### src/rtl/mem_access_controller.sv
// mem_access_controller
//   Decodes one CPU request at a time to a RAM/ROM, I/O or cache-hit path.
//   It holds a single outstanding transaction and writes a response back on a
//   valid/ready channel.
//   Writes to ROM complete with an error and never reach the memory port.
//   A downstream access that gets no ack within TIMEOUT_CYC cycles completes
//   with an error.
//
// Ports
//   clk, rst_n                         clock, asynchronous active-low reset
//   req_valid/ready/write/addr/wdata   CPU request channel
//   rsp_valid/ready/rdata/err          CPU response channel
//   mem_req/we/addr/wdata/rdata/ack    RAM/ROM port (level strobe)
//   io_req/we/addr/wdata/rdata/ack     I/O port (level strobe, window offset)
//   cache_en, cache_hit, cache_rdata   same-cycle cache lookup on req_addr
module mem_access_controller #(
    parameter int unsigned             ADDR_W      = 16,
    parameter int unsigned             DATA_W      = 8,
    parameter logic [ADDR_W-1:0]       IO_BASE     = ADDR_W'('hF000),
    parameter int unsigned             IO_AW       = 8,
    parameter logic [ADDR_W-1:0]       ROM_BASE    = ADDR_W'('hF100),
    parameter logic [ADDR_W-1:0]       CACHE_TOP   = ADDR_W'('hEFFF),
    parameter int unsigned             TIMEOUT_CYC = 8
) (
    input  logic              clk,
    input  logic              rst_n,
    input  logic              req_valid,
    output logic              req_ready,
    input  logic              req_write,
    input  logic [ADDR_W-1:0] req_addr,
    input  logic [DATA_W-1:0] req_wdata,
    output logic              rsp_valid,
    input  logic              rsp_ready,
    output logic [DATA_W-1:0] rsp_rdata,
    output logic              rsp_err,
    output logic              mem_req,
    output logic              mem_we,
    output logic [ADDR_W-1:0] mem_addr,
    output logic [DATA_W-1:0] mem_wdata,
    input  logic [DATA_W-1:0] mem_rdata,
    input  logic              mem_ack,
    output logic              io_req,
    output logic              io_we,
    output logic [IO_AW-1:0]  io_addr,
    output logic [DATA_W-1:0] io_wdata,
    input  logic [DATA_W-1:0] io_rdata,
    input  logic              io_ack,
    output logic              cache_en,
    input  logic              cache_hit,
    input  logic [DATA_W-1:0] cache_rdata
);

    typedef enum logic [1:0] {
        S_IDLE = 2'd0,
        S_MEM  = 2'd1,
        S_IO   = 2'd2,
        S_RESP = 2'd3
    } state_t;

    // One bit wider than the address so the end of a window at the top of
    // the address space does not wrap.
    localparam logic [ADDR_W:0] IO_LIMIT = {1'b0, IO_BASE} + ((ADDR_W+1)'(1) << IO_AW);
    localparam logic [7:0]      CNT_LAST = 8'(TIMEOUT_CYC - 1);

    state_t            state_q, state_d;
    logic              we_q, we_d;
    logic [ADDR_W-1:0] addr_q, addr_d;
    logic [DATA_W-1:0] wdata_q, wdata_d;
    logic [DATA_W-1:0] rdata_q, rdata_d;
    logic              err_q, err_d;
    logic [7:0]        cnt_q, cnt_d;

    logic in_io, in_rom;

    assign in_io    = (req_addr >= IO_BASE) && ({1'b0, req_addr} < IO_LIMIT);
    assign in_rom   = (req_addr >= ROM_BASE) && !in_io;
    assign cache_en = (req_addr <= CACHE_TOP);

    // State and datapath registers
    always_ff @(posedge clk or negedge rst_n) begin
        if (!rst_n) begin
            state_q <= S_IDLE;
            we_q    <= 1'b0;
            addr_q  <= '0;
            wdata_q <= '0;
            rdata_q <= '0;
            err_q   <= 1'b0;
            cnt_q   <= '0;
        end else begin
            state_q <= state_d;
            we_q    <= we_d;
            addr_q  <= addr_d;
            wdata_q <= wdata_d;
            rdata_q <= rdata_d;
            err_q   <= err_d;
            cnt_q   <= cnt_d;
        end
    end

    // Next-state and datapath update
    always_comb begin
        state_d = state_q;
        we_d    = we_q;
        addr_d  = addr_q;
        wdata_d = wdata_q;
        rdata_d = rdata_q;
        err_d   = err_q;
        cnt_d   = cnt_q;
        unique case (state_q)
            S_IDLE: begin
                if (req_valid) begin
                    we_d    = req_write;
                    addr_d  = req_addr;
                    wdata_d = req_wdata;
                    cnt_d   = '0;
                    rdata_d = '0;
                    err_d   = 1'b0;
                    if (req_write && in_rom) begin
                        err_d   = 1'b1;
                        state_d = S_RESP;
                    end else if (!req_write && cache_en && cache_hit) begin
                        rdata_d = cache_rdata;
                        state_d = S_RESP;
                    end else if (in_io) begin
                        state_d = S_IO;
                    end else begin
                        state_d = S_MEM;
                    end
                end
            end
            S_MEM, S_IO: begin
                // An ack on the last allowed cycle still completes cleanly.
                if ((state_q == S_MEM) ? mem_ack : io_ack) begin
                    rdata_d = we_q ? '0 : ((state_q == S_MEM) ? mem_rdata : io_rdata);
                    err_d   = 1'b0;
                    state_d = S_RESP;
                end else if (cnt_q == CNT_LAST) begin
                    rdata_d = '0;
                    err_d   = 1'b1;
                    state_d = S_RESP;
                end else begin
                    cnt_d = cnt_q + 8'd1;
                end
            end
            S_RESP: begin
                if (rsp_ready) begin
                    state_d = S_IDLE;
                end
            end
            default: state_d = S_IDLE;
        endcase
    end

    // Outputs decoded from the registered state only
    always_comb begin
        req_ready = (state_q == S_IDLE);
        rsp_valid = (state_q == S_RESP);
        mem_req   = (state_q == S_MEM);
        mem_we    = (state_q == S_MEM) && we_q;
        io_req    = (state_q == S_IO);
        io_we     = (state_q == S_IO) && we_q;
    end

    assign rsp_rdata = rdata_q;
    assign rsp_err   = err_q;
    assign mem_addr  = addr_q;
    assign mem_wdata = wdata_q;
    assign io_addr   = addr_q[IO_AW-1:0];
    assign io_wdata  = wdata_q;

endmodule

### config.mk
export PLATFORM = sky130hd
export DESIGN_NAME = mem_access_controller
export DESIGN_NICKNAME = d
export VERILOG_FILES = /design/src/rtl/mem_access_controller.sv
export SDC_FILE = /design/constraint.sdc
export NUM_CORES = 1
export LEC_CHECK = 0
export ABC_AREA = 1
export ABC_CLOCK_PERIOD_IN_PS = 1500
export CORE_MARGIN = 2
export CORE_UTILIZATION = 37
export DETAILED_ROUTE_END_ITERATION = 6
export GPL_ROUTABILITY_DRIVEN = 0
export HOLD_SLACK_MARGIN = 0.02
export PLACE_DENSITY = 0.76
export SETUP_SLACK_MARGIN = 0.2
export SYNTH_ARGS = -nofsm -noshare
export SYNTH_HDL_FRONTEND = slang
export SYNTH_SLANG_ARGS = --single-unit
### constraint.sdc
create_clock -name clk -period 1.5 [get_ports clk]
set_input_delay 0.3 -clock clk [delete_from_list [all_inputs] [get_ports clk]]
set_output_delay 0.3 -clock clk [all_outputs]
set_load 0.02 [all_outputs]
**After elaboration in Yosys (flattened, before gate mapping)**

Cells that the tools add are included.

- Bits in registers: 44
- Input port bits: 56
- Output and inout bits: 56
- Word-level logic and storage cells: 63

- Add/subtract/negate cells: 1
- Magnitude comparators: 4
- Eq/ne operators: 9
- Muxes and demuxes: 26
- Reductions and logical operators: 16

Operators by type and width:

| kind | count |
|---|---|
| 8-bit 2-to-1 mux | 10 |
| 16-bit >= comparator, second input constant | 2 |
| 8-bit case mux with 2 select lines | 2 |
| 16-bit <= comparator, second input constant | 1 |
| 16-bit less-than comparator, second input constant | 1 |
| 2-bit 2-to-1 mux | 7 |
| 8-bit by 1-bit adder with 8-bit output, second input constant | 1 |
| 8-bit by 3-bit equality test with 1-bit output, second input constant | 1 |
| 1-bit logical AND | 7 |
| 2-bit != test, second input constant | 3 |
| 2-bit case mux with 3 select lines | 1 |
| 3-bit AND reduction | 2 |
| 1-bit 2-to-1 mux | 5 |
| 2-bit equality test, second input constant | 2 |
| 4-bit AND reduction | 1 |
| 3-bit != test, second input constant | 1 |
| 2-bit by 1-bit equality test with 1-bit output, second input constant | 1 |
| 1-bit logical NOT | 2 |
| 2-bit logical NOT | 1 |
| 2-bit by 1-bit != test with 1-bit output, second input constant | 1 |
| 1-bit case mux with 2 select lines | 1 |
| 2-bit AND reduction | 1 |
| 2-bit nonzero test | 1 |
| 2-bit OR reduction | 1 |

**Logic depth before layout (Yosys ltp)**

- Depth after elaboration: 8
- Mapped depth: 12
- Depth with buffers taken out: 11

**Least setup slack after synthesis**

Ideal clock, no wire load.

- Path kind: flip-flop to flip-flop
- Start: register state_q[1]
- End: register cnt_q[0]
- Library setup time: 0.074 ns
- Arrival: 1.541 ns
- Required time: 1.426 ns
- Slack: -0.115 ns
- Stages on the path, launching flop included: 12
- Buffers on the path: 1
- Period minus slack after synthesis: 1.615 ns
- Cell sequence: dfrtp_1 inv_1 ha_1 buf_4 nand2_1 nand2_1 nand2_2 nand2_4 inv_4 o21ai_4 nand2_1 o21ai_2

- Longest elaborated chain between the ends: 4
- Elaborated cells on any way between the ends: 11
- Those cells by class: eq/ne: 5; mux: 2; reduce/logical: 4

RTL lines:

| what | line | source |
|---|---|---|
| start: declaration | 65 | `state_t state_q, state_d;` |
| start signal: assignment | 90 | `state_q <= state_d;` |
| 2-bit by 1-bit equality test with 1-bit output (*) | n/a |  |
| named net mem_req | 36 | `output logic mem_req,` |
| 2-bit OR reduction or 1-bit 2-to-1 mux (tied branches) | 109, 133 |  |
| 2-bit != test (no source line) or 2-bit nonzero test (tied branches) | n/a |  |
| 4-bit AND reduction (no source line) | n/a |  |
| end signal: assignment | 96 | `cnt_q <= cnt_d;` |
| end: declaration | 71 | `logic [7:0] cnt_q, cnt_d;` |

The timed path passes the listed nets; every way through them passes the cells marked *.
A chain may end at the register's enable or synchronous reset.

**Worst setup path in the final report**

- Start: register state_q[0]
- End: register cnt_q[6]

- Longest elaborated chain between the ends: 4
- Elaborated cells on any way between the ends: 11
- Those cells by class: eq/ne: 5; mux: 2; reduce/logical: 4

RTL lines:

| what | line |
|---|---|
| 2-bit by 1-bit equality test with 1-bit output or 2-bit equality test (tied branches) | 109, 133 |
| 2-bit OR reduction or 1-bit 2-to-1 mux (tied branches) | 109, 133 |
| 2-bit != test (no source line) or 2-bit nonzero test (tied branches) | n/a |
| 4-bit AND reduction (no source line) | n/a |

Parallel ways exist; a longest one is shown, timed or not.

==> flow_summary.ini <==
[clock_network]
clk_path_buf_depth = 2
cts-htree-levels = 2
clk_root_buffer_cell = sky130_fd_sc_hd__clkbuf_8
tritoncts.num_buffers = 5
tritoncts_num_sinks = 44
clk_transition_reported_paths_ns = 0.08
insertion_delay_ns = 0.29
cts_tree = yes

[sta]
max-slew-margin-rel_pct = 83.71
grt_setup_unrepaired = yes
fmaxAchievable_mhz = 603.0
final_period_minus_worst_setup_slack_ns = 1.658
timing.final.setup_violations = 23
skew_ns = 0.008380
period_share_pct = 110.6
timing_hold_violations_final = 0
finalMaxSlewViolations = 0
tightest_slew_ns = 0.2434
layout_setup_ws_ns = -0.1583

[yosys]
synth-warning-count = 0
async_set_or_reset_register_ratio_after_synthesis_pct = 100.0
ys.flop_type = sky130_fd_sc_hd__dfrtp_1
synth-edff-count = 0
synth_seq_cells = 44
synthesis.area_per_instance_sq_um = 7.370
netlist_instances = 328
synthesis.nets = 389
yosys.area.top_type = sky130_fd_sc_hd__dfrtp_1
post_synth_most_frequent_cells = sky130_fd_sc_hd__nand2_1, sky130_fd_sc_hd__dfrtp_1, sky130_fd_sc_hd__buf_4, sky130_fd_sc_hd__inv_1, sky130_fd_sc_hd__nor2_1
synthMostInstantiatedCell = sky130_fd_sc_hd__nand2_1
synth_top_cells_by_area = sky130_fd_sc_hd__dfrtp_1, sky130_fd_sc_hd__nand2_1, sky130_fd_sc_hd__buf_4
post_synth_instance_area_sq_um = 2417
netlist-cell-type-count = 27
synth.yosys.seq_area_share_pct = 45.55
synth.top_cell.area_share_pct = 45.55

[final_layout]
postLayoutCellArea_sq_um = 3961
instances_no_fill = 536
utilization_pct = 62.38
final_nets = 520
area.growth.synth_to_final_pct = 63.87
fillers = 554
share_of_layout_cells_above_drive_strength_1_pct = 36.82
regArea_sq_um = 1102
antenna_cells_inserted = 0
multi_input_logic_area_sq_um = 1308

[detailed_routing]
count_of_antenna_violating_nets_left_after_detailed_routing = 0
detail_route.first_pass.iterations = 4
vias = 2434
wl_microns = 6638
route.detailed.vias_per_inst = 4.541
drt-wirelength-per-cell_microns = 12.38
detail_route_met3_wl_microns = 477
drt-met1-wl_microns = 2726
met2_wirelength_microns = 3354
post-route-drc-count = 0
dr.first_iter.drc_count = 117
routed.top_layer = met4

[floorplanning]
pin_count = 112
die_width_microns = 84.83
fp.dieArea_sq_um = 7196
start_util_pct = 38.07
design.core.area_sq_um = 6350
die_height_microns = 84.83
row_count = 29

[placed_design]
io_buffers = 111
hpwlAfterDp_microns = 4666
dpl_worst_slack_ns = -0.3753
postPlaceCellArea_sq_um = 3656
place_inst = 513

[power_and_ir_drop]
peak_ir_drop_on_the_vdd_network_v = 0.001306
power_density_nw_per_um2 = 2080
p_leak_uw = 0.002090
power.combinational.fraction_pct = 66.8
sw_frac_of_total_pct = 47.62
p_int_uw = 4316
p_switching_uw = 3924
power_frac_clock_pct = 8.4
seq_power_share_pct = 24.7
post-layout-total-power_uw = 8240

[grt]
grt_start_max_net_pins = 45
grt_antenna_before_repair = 0
grt_pass1_vias = 2444
grt_first_pass_wirelength_microns = 10900
grt_remaining_overflow = 0
global_route.usage.total_pct = 18.43

[run_status]
run_status = finished, violations left
violations = setup timing

[setup_path]
crit_path_cell_trace = inv_2 -> buf_6 -> ha_4 -> inv_8 -> nor2_4 -> nor2_2 -> clkinv_2 -> nand2_4 -> inv_4 -> o21ai_4 -> nand2_1 -> o21ai_1
critPathMaxStageDelay_ns = 0.44
kind_of_end_point_of_the_critical_path = flip-flop
arrival_ns = 1.87
r2r_slack_ns = -0.16
path_class = flip-flop to flip-flop
critical_path.startpoint_type = flip-flop
critPathMaxFanout = 8
worst_ep_required_ns = 1.72
crit_slowest_cell = sky130_fd_sc_hd__dfrtp_2

[job]
cap_viol_max_count = 0

[min_path]
worstHoldPathType = primary input to flip-flop
-- routing by layer --
metal  vias to the layer above  global-route usage, %
met5                         -                      0
met4                         0                  6.061
met3                         7                  4.086
met2                        89                  32.36
met1                      1097                  22.49
li1                       1241                      -
-- cells in the final DEF (no fill, tap or decap), drive strengths merged --
cell type	n
nand4	2
clkbuf	44
nor3b	1
xor2	3
nor2	18
clkinv	2
inv	23
clkdlybuf4s50	50
o22ai	1
dlygate4sd3	1
dlygate4sd2	4
nand3	10
buf	41
a21oi	3
dfrtp	44
ha	5
o21ai	12
nand2	183
clkdlybuf4s15	12
-- worst max-delay path: cells and delay by family, from the launching register on --
family / cells / cell delay [ns]
adders and majority gates: 1 / 0.21
DFF: 1 / 0.44
AOI/OAI and AO/OA: 2 / 0.18
buffers and inverters: 5 / 0.39
and+or+nand+nor: 4 / 0.36
-- state kept, by name, indices dropped and copies added, names as in the netlist --
name / count
mem_addr: 16
io_wdata: 8
rsp_rdata: 8
state_q: 2
cnt_q: 8
we_q: 1
rsp_err: 1
-- path summary, 6_finish.rpt --
kind	from	endpoint	cells after the start
hold reg to reg	rsp_err$_DFFE_PN0P_	rsp_err$_DFFE_PN0P_	2
min in group asynchronous	rst_n	state_q[1]$_DFFE_PN0P_	3
setup / recovery	state_q[0]$_DFFE_PN0P_	cnt_q[6]$_DFFE_PN0P_	12
hold / removal	req_addr[13]	mem_addr[13]$_DFFE_PN0P_	3
max in group asynchronous	rst_n	state_q[0]$_DFFE_PN0P_	3
setup reg to reg	state_q[0]$_DFFE_PN0P_	cnt_q[6]$_DFFE_PN0P_	12
-- final cells by class --
| type | count | share of cell area (%) |
|---|---|---|
| well taps | 77 | 2.432 |
| clock buffers | 6 | 1.832 |
| multi-input cells | 238 | 33.01 |
| inverters | 24 | 2.874 |
| flip-flops and latches | 44 | 27.83 |
| clock inverters | 1 | 0.1263 |
| repair buffers | 146 | 31.90 |
-- per-stage QoR --
step | hold WS (ns) | setup TNS [ns]
2_1_floorplan | 0.004409 | -0.6153
3_3_place_gp | 0.2941 | -4.983
3_5_place_dp | 0.2975 | -5.880
4_1_cts | 0.4023 | -1.914
5_1_grt | 0.4325 | -4.483
6_report | 0.4134 | -2.130
-- timing repair --
item,4_1_cts,5_1_grt
buffers inserted,7,6
pin swaps,9,23
gates cloned,0,2
endpoints found under the hold margin,44,0
hold buffers,1,0
setup endpoints to repair,100,94
gates resized for setup,156,117
-- cells by family (layout without fill, tap and decap cells) --
logic type	Yosys count	count (layout)	share of synthesized area, %
adder cells (fa/ha/maj)	5	5	2.588
buffers and inverters	47	177	10.97
AND/OR/NAND/NOR	213	214	35.82
AO/OA/AOI/OAI	16	16	3.986
flip-flops	44	44	45.55
XOR/XNOR	3	3	1.087
-- power by group through the flow --
| stage | logic [uW] | clock network (uW) | registers, uW |
|---|---|---|---|
| 4_1_cts | 5070 | 709 | 1980 |
| 2_1_floorplan | 2740 | 0 | 2410 |
| 5_1_grt | 5990 | 762 | 2100 |
| 3_3_place_gp | 4900 | 0 | 1980 |
| 6_report | 5510 | 693 | 2040 |
| 3_5_place_dp | 4980 | 0 | 2000 |
(Power assumes the default switching activity.)
